==> src/rtl/spi_adc_responder_pkg.sv <==
// Shared parameters and state encoding for the SPI ADC responder.
package spi_adc_responder_pkg;

  localparam int unsigned DATA_W        = 12;
  localparam int unsigned NUM_CH        = 8;
  localparam int unsigned ADDR_W        = 3;
  localparam int unsigned FRAME_LEN     = 16;
  localparam int unsigned ADDR_MSB_EDGE = 2;
  localparam int unsigned CNT_W         = 5;

  typedef enum logic [1:0] {
    IDLE  = 2'd0,
    SHIFT = 2'd1,
    HOLD  = 2'd2
  } state_e;

endpackage

==> src/rtl/spi_sync_edge.sv <==
// Two-flop synchronizer plus edge register producing rise/fall strobes.
module spi_sync_edge #(
  parameter logic RST_VAL = 1'b1
) (
  input  logic Clk_i,
  input  logic Reset_i,
  input  logic pin,
  output logic level,
  output logic rise_c,
  output logic fall_c
);

  logic       meta_q;
  logic       sync_q;
  logic       prev_q;
  logic [1:0] warm_q;
  logic       ready;

  // Strobes stay quiet until the chain holds only post-reset samples, so a
  // level already present at reset release is never reported as an edge.
  always_ff @(posedge Clk_i or negedge Reset_i) begin
    if (!Reset_i) begin
      meta_q <= RST_VAL;
      sync_q <= RST_VAL;
      prev_q <= RST_VAL;
      warm_q <= 2'd0;
    end else begin
      meta_q <= pin;
      sync_q <= meta_q;
      prev_q <= sync_q;
      if (warm_q != 2'd3) warm_q <= warm_q + 2'd1;
    end
  end

  assign ready  = (warm_q == 2'd3);
  assign level  = sync_q;
  assign rise_c = ready &  sync_q & ~prev_q;
  assign fall_c = ready & ~sync_q &  prev_q;

endmodule

==> src/rtl/spi_adc_responder.sv <==
// SPI slave emulating an 8-channel 12-bit serial ADC; lines are oversampled by Clk_i.
module spi_adc_responder
  import spi_adc_responder_pkg::*;
(
  input  logic                     Clk_i,
  input  logic                     Reset_i,
  input  logic                     SCLK_i,
  input  logic                     CS_i,
  input  logic                     MOSI_i,
  input  logic [NUM_CH*DATA_W-1:0] Sample_i,
  output logic                     MISO_o,
  output logic                     MISO_En_o,
  output logic [ADDR_W-1:0]        Addr_o,
  output logic                     Busy_o,
  output logic                     Frame_Done_o,
  output logic                     Frame_Abort_o
);

  localparam logic [CNT_W-1:0] ADDR_FIRST = CNT_W'(ADDR_MSB_EDGE);
  localparam logic [CNT_W-1:0] ADDR_LAST  = CNT_W'(ADDR_MSB_EDGE + ADDR_W - 1);
  localparam logic [CNT_W-1:0] LAST_RISE  = CNT_W'(FRAME_LEN - 1);

  logic sclk_level, sclk_rise, sclk_fall;
  logic cs_level, cs_rise, cs_fall;
  logic mosi_level, mosi_rise, mosi_fall;
  logic unused_sync;

  spi_sync_edge #(.RST_VAL(1'b1)) u_sync_sclk (
    .Clk_i(Clk_i), .Reset_i(Reset_i), .pin(SCLK_i),
    .level(sclk_level), .rise_c(sclk_rise), .fall_c(sclk_fall)
  );

  spi_sync_edge #(.RST_VAL(1'b1)) u_sync_cs (
    .Clk_i(Clk_i), .Reset_i(Reset_i), .pin(CS_i),
    .level(cs_level), .rise_c(cs_rise), .fall_c(cs_fall)
  );

  spi_sync_edge #(.RST_VAL(1'b0)) u_sync_mosi (
    .Clk_i(Clk_i), .Reset_i(Reset_i), .pin(MOSI_i),
    .level(mosi_level), .rise_c(mosi_rise), .fall_c(mosi_fall)
  );

  assign unused_sync = ^{sclk_level, cs_level, mosi_rise, mosi_fall};

  logic [DATA_W-1:0] samples [NUM_CH];

  always_comb begin
    for (int i = 0; i < NUM_CH; i++) samples[i] = Sample_i[i*DATA_W +: DATA_W];
  end

  state_e                 state_q, state_d;
  logic [FRAME_LEN-1:0]   shift_q, shift_d;
  logic [CNT_W-1:0]       cnt_q, cnt_d;
  logic [ADDR_W-1:0]      addr_next_q, addr_next_d;
  logic [ADDR_W-1:0]      addr_q, addr_d;
  logic                   miso_q, miso_d;
  logic                   en_q, en_d;
  logic                   busy_q, busy_d;
  logic                   done_q, done_d;
  logic                   abort_q, abort_d;
  logic [FRAME_LEN-1:0]   load_word;

  always_ff @(posedge Clk_i or negedge Reset_i) begin
    if (!Reset_i) begin
      state_q     <= IDLE;
      shift_q     <= '0;
      cnt_q       <= '0;
      addr_next_q <= '0;
      addr_q      <= '0;
      miso_q      <= 1'b0;
      en_q        <= 1'b0;
      busy_q      <= 1'b0;
      done_q      <= 1'b0;
      abort_q     <= 1'b0;
    end else begin
      state_q     <= state_d;
      shift_q     <= shift_d;
      cnt_q       <= cnt_d;
      addr_next_q <= addr_next_d;
      addr_q      <= addr_d;
      miso_q      <= miso_d;
      en_q        <= en_d;
      busy_q      <= busy_d;
      done_q      <= done_d;
      abort_q     <= abort_d;
    end
  end

  // Sample_i is only looked at here, at the instant a frame starts.
  assign load_word = FRAME_LEN'(samples[addr_q]);

  always_comb begin
    state_d     = state_q;
    shift_d     = shift_q;
    cnt_d       = cnt_q;
    addr_next_d = addr_next_q;
    addr_d      = addr_q;
    miso_d      = miso_q;
    en_d        = en_q;
    done_d      = 1'b0;
    abort_d     = 1'b0;

    case (state_q)
      IDLE: begin
        miso_d = 1'b0;
        en_d   = 1'b0;
        if (cs_fall) begin
          state_d = SHIFT;
          shift_d = load_word;
          cnt_d   = '0;
          en_d    = 1'b1;
          miso_d  = load_word[FRAME_LEN-1];
        end
      end
      SHIFT: begin
        if (cs_rise) begin
          state_d = IDLE;
          abort_d = 1'b1;
          en_d    = 1'b0;
          miso_d  = 1'b0;
        end else if (sclk_rise) begin
          if (cnt_q >= ADDR_FIRST && cnt_q <= ADDR_LAST)
            addr_next_d = {addr_next_q[ADDR_W-2:0], mosi_level};
          cnt_d = cnt_q + CNT_W'(1);
          if (cnt_q == LAST_RISE) begin
            state_d = HOLD;
            addr_d  = addr_next_d;
            done_d  = 1'b1;
            miso_d  = 1'b0;
          end
        end else if (sclk_fall && cnt_q != '0) begin
          // The fall before the first rise only marks the start of the clock train.
          shift_d = shift_q << 1;
          miso_d  = shift_d[FRAME_LEN-1];
        end
      end
      HOLD: begin
        miso_d = 1'b0;
        if (cs_rise) begin
          state_d = IDLE;
          en_d    = 1'b0;
        end
      end
      default: begin
        state_d = IDLE;
        miso_d  = 1'b0;
        en_d    = 1'b0;
      end
    endcase

    busy_d = (state_d == SHIFT);
  end

  assign MISO_o        = miso_q;
  assign MISO_En_o     = en_q;
  assign Addr_o        = addr_q;
  assign Busy_o        = busy_q;
  assign Frame_Done_o  = done_q;
  assign Frame_Abort_o = abort_q;

endmodule

==> config.mk <==
export PLATFORM = sky130hd
export DESIGN_NAME = spi_adc_responder
export DESIGN_NICKNAME = d
export VERILOG_FILES = /design/src/rtl/spi_adc_responder_pkg.sv /design/src/rtl/spi_sync_edge.sv /design/src/rtl/spi_adc_responder.sv
export SDC_FILE = /design/constraint.sdc
export NUM_CORES = 1
export LEC_CHECK = 0
export ABC_AREA = 1
export ABC_CLOCK_PERIOD_IN_PS = 2700
export CORE_UTILIZATION = 31
export CTS_BUF_LIST = sky130_fd_sc_hd__clkbuf_8
export CTS_CLUSTER_DIAMETER = 80
export DETAILED_ROUTE_END_ITERATION = 8
export PLACE_DENSITY_LB_ADDON = 0.3
export RECOVER_POWER = 100
export SLEW_MARGIN = 20
export SYNTH_ARGS = -nofsm -noshare
export SYNTH_HDL_FRONTEND = slang
export SYNTH_SLANG_ARGS = --single-unit
==> constraint.sdc <==
create_clock -name Clk_i -period 2.7 [get_ports Clk_i]
set_clock_uncertainty 0.2 [all_clocks]
set_input_delay 0.405 -clock Clk_i [delete_from_list [all_inputs] [get_ports Clk_i]]
set_output_delay 0.405 -clock Clk_i [all_outputs]
set_load 0.02 [all_outputs]
==> summary.txt <==
Route
  – Vias: 3106
  – Residual DRC: 0
  – Via density: 4.678
  – Total Wirelength: ~8.4 mm
  – DR iter-0 viols: 128
  – 1st-pass router iterations: 5
  – Avg WL per Cell: 12.72 um
  – Final ANT Viol Nets: 0

Worst setup path
  – Slowest-stage cell, CP: dlygate4sd3_1
  – RR Endpoint: shift_q[10]
  – Crit-path max cell delay: 0.75 ns
  – Crit path launch type: register
  – CP cell instances: dlygate4sd3_1
  – CP arrival: ~1.7 ns
  – Critical path buffer and inverter count: 1
  – Cell family contributing the most delay on the critical path: buffers and inverters
  – CP Data Required Time: roughly 2.1 ns
  – R2r setup slk: 0.41 ns
  – Worst path depth: 1
  – Worst setup endpoint: Addr_o[2]
  – FF-to-FF Start: state_q[1]
  – Reg2Reg Depth: 10
  – CP Max Fanout: 15
  – Endpoint class of the critical path: output pin
  – WS Path Type: register to output pin
  – Critical Path Source: Addr_o[2]

Yosys
  – Number of distinct library cells after synthesis: 24
  – Mapped Cells: about 440
  – Synth warn: 0
  – Synthesized area per cell: 6.840 um^2
  – Net count after synthesis: 546
  – Flop and latch count out of synthesis: 45
  – Sequential cell area fraction in the yosys report: 0.3810
  – Synth Cell Area: 2975 um^2

Global routing
  – Global-route wire length before repair: 12.90 mm
  – Remaining global-route overflow: 0
  – Total track usage: 0.1620
  – Largest net degree at the start of global routing: 49
  – Vias in the first global route: ~2700
  – Initial antenna violation count: 0

Timing
  – Final setup fails: 0
  – RSZ-0062 raised after global routing: false
  – Min cycle time layout: 2.322 ns
  – Setup tns final: 0 ns
  – Final setup margin: 0.3781 ns
  – Final worst path period share: 0.8600
  – Fin. Hold Viols: 0
  – F_max: 0.4307 GHz
  – Hold WS: roughly 0.16 ns
  – Slew @ Worst Pin: 1.078 ns
  – Fin. max-slew vios: 0
  – Max-slew headroom: 0.2813

Clocking
  – CTS Root Cell: clkbuf_8
  – Clock sinks: 45
  – Post-CTS Resized: 0
  – Clk buf depth: 2
  – CTS tree: built
  – Reg clk slew, reported paths: 0.08 ns
  – TritonCTS Buffers: 5
  – Hold Buf Count CTS: 0
  – Post CTS Setup Buffer Count: 0
  – H-tree Lvls: 2
  – Clock Latency Late Sink: 0.30 ns

Floorplan
  – Die W: 99.97 um
  – Initial Util: 0.3205
  – CORE AREA: ~9300 um^2
  – IO Count: between 100 and 150
  – Std-Cell Rows: 35
  – Die extent in y: 99.97 um
  – Die area: 9994 um^2

Finish
  – Layout Nets: around 650
  – Antenna diode count: 0
  – Layout cell share with drive strength beyond 1: 0.05981
  – Area Growth Syn to Fin: 42.77%
  – Commonest non-fill, non-tap cell in the layout: nand2_1
  – Commonest cells after routing, fill and taps aside: nand2_1 (156), nand3_1 (114), clkdlybuf4s50_1 (97), dfrtp_1 (39), inv_1 (29)
  – Fillers: between 900 and 1000

Placed design
  – Port Buffers: 108
  – HPWL after DPL: just over 6 mm
  – Gpl congestion: between 0.7 and 0.8
  – Pre-CTS setup slack: 0.5564 ns

Power and ir drop
  – Lkg Pwr: 1.995 nW
  – Pwr dens: ~600 nW/um^2
  – Peak supply drop: 487.1 uV
  – Total power: 2.482 mW

Run status
  – Status: complete, no violations

Min path
  – Hold Crit Class: register to register

Run
  – Max-Cap Viols: 0
## state kept, by name (all words and copies together) (netlist names), 2 cells and up
register	cells
Addr_o	3
addr_next_q	3
cnt_q	5
shift_q	15
state_q	2
u_sync_cs.warm_q	2
u_sync_sclk.warm_q	2
## area by class of cell
cell class	instances	area, um^2	area share
clock buffer	6	82.58	0.01944
multi-input combinational	338	1597	0.3758
sequential	45	1134	0.2669
inverter	29	108.9	0.02563
tap	129	161.4	0.03800
timing repair buffer	115	1131	0.2663
clock inverter	2	33.78	0.007953
## metrics by stage
stage,util,area (um^2),std cells
2_1_floorplan,-,2975,435
3_3_place_gp,0.4456,4136,655
3_5_place_dp,0.4456,4136,655
4_1_cts,0.4581,4253,663
5_1_grt,0.4575,4248,664
6_report,0.4575,4248,664
## worst min path at each step
stage | start | end | slack [ns] | cells after the start
6_report | u_sync_mosi.meta_q | u_sync_mosi.level | 0.16 | 0
2_1_floorplan | Reset_i | Addr_o[0] | -0.09 | 0
5_1_grt | u_sync_sclk.meta_q | u_sync_sclk.level | 0.17 | 0
3_3_place_gp | u_sync_mosi.meta_q | u_sync_mosi.level | 0.14 | 0
4_1_cts | Reset_i | shift_q[9] | 0.11 | 1
3_5_place_dp | u_sync_mosi.meta_q | u_sync_mosi.level | 0.14 | 0
## synth_stat cells (all sizes together)
master	instances	area, um^2
nor2	22	100.1
or2	10	62.56
nand3	114	575.6
nand3b	1	7.510
a21oi	4	20.02
nand4	2	12.51
dfrtp	39	975.9
o21ai	13	65.06
buf	16	93.84
xor2	2	17.52
mux2	2	22.52
xnor2	2	17.52
ha	10	125.1
nand2	156	585.6
inv	29	108.9
dfstp	6	157.7
clkbuf	7	27.52
## per-layer routing
metal,share of wire,GRT usage,vias up
met2,0.43,0.2456,95
li1,-,-,1596
met3,0.076,0.03482,5
met5,0,0,-
met4,0.0047,0.03679,0
met1,0.49,0.2367,1410
## power breakdown
part	total [mW]	switching (mW)	internal, mW
combinational	1.03	0.587	0.444
clock	0.515	0.217	0.298
sequential	0.936	0.0908	0.846
## cells by family (layout without fill, tap and decap cells)
| group | after synthesis | count (layout) | share of synthesized area |
|---|---|---|---|
| muxes | 2 | 2 | 0.007569 |
| and+or+nand+nor | 305 | 305 | 0.4516 |
| xor gates and xnor gates | 4 | 4 | 0.01178 |
| buffers and inverters | 52 | 152 | 0.07738 |
| DFF | 45 | 45 | 0.3810 |
| adders and majority gates | 10 | 10 | 0.04205 |
| AOI/OAI and AO/OA | 17 | 17 | 0.02859 |
## worst register-to-register path, delay by kind of cell (launching register included)
kind	cells	cell delay [ns]
simple gates	5	0.74
buf+inv	4	0.69
flops	1	0.42
fa+ha+maj	1	0.13
Power figures use the tool's default switching activity.
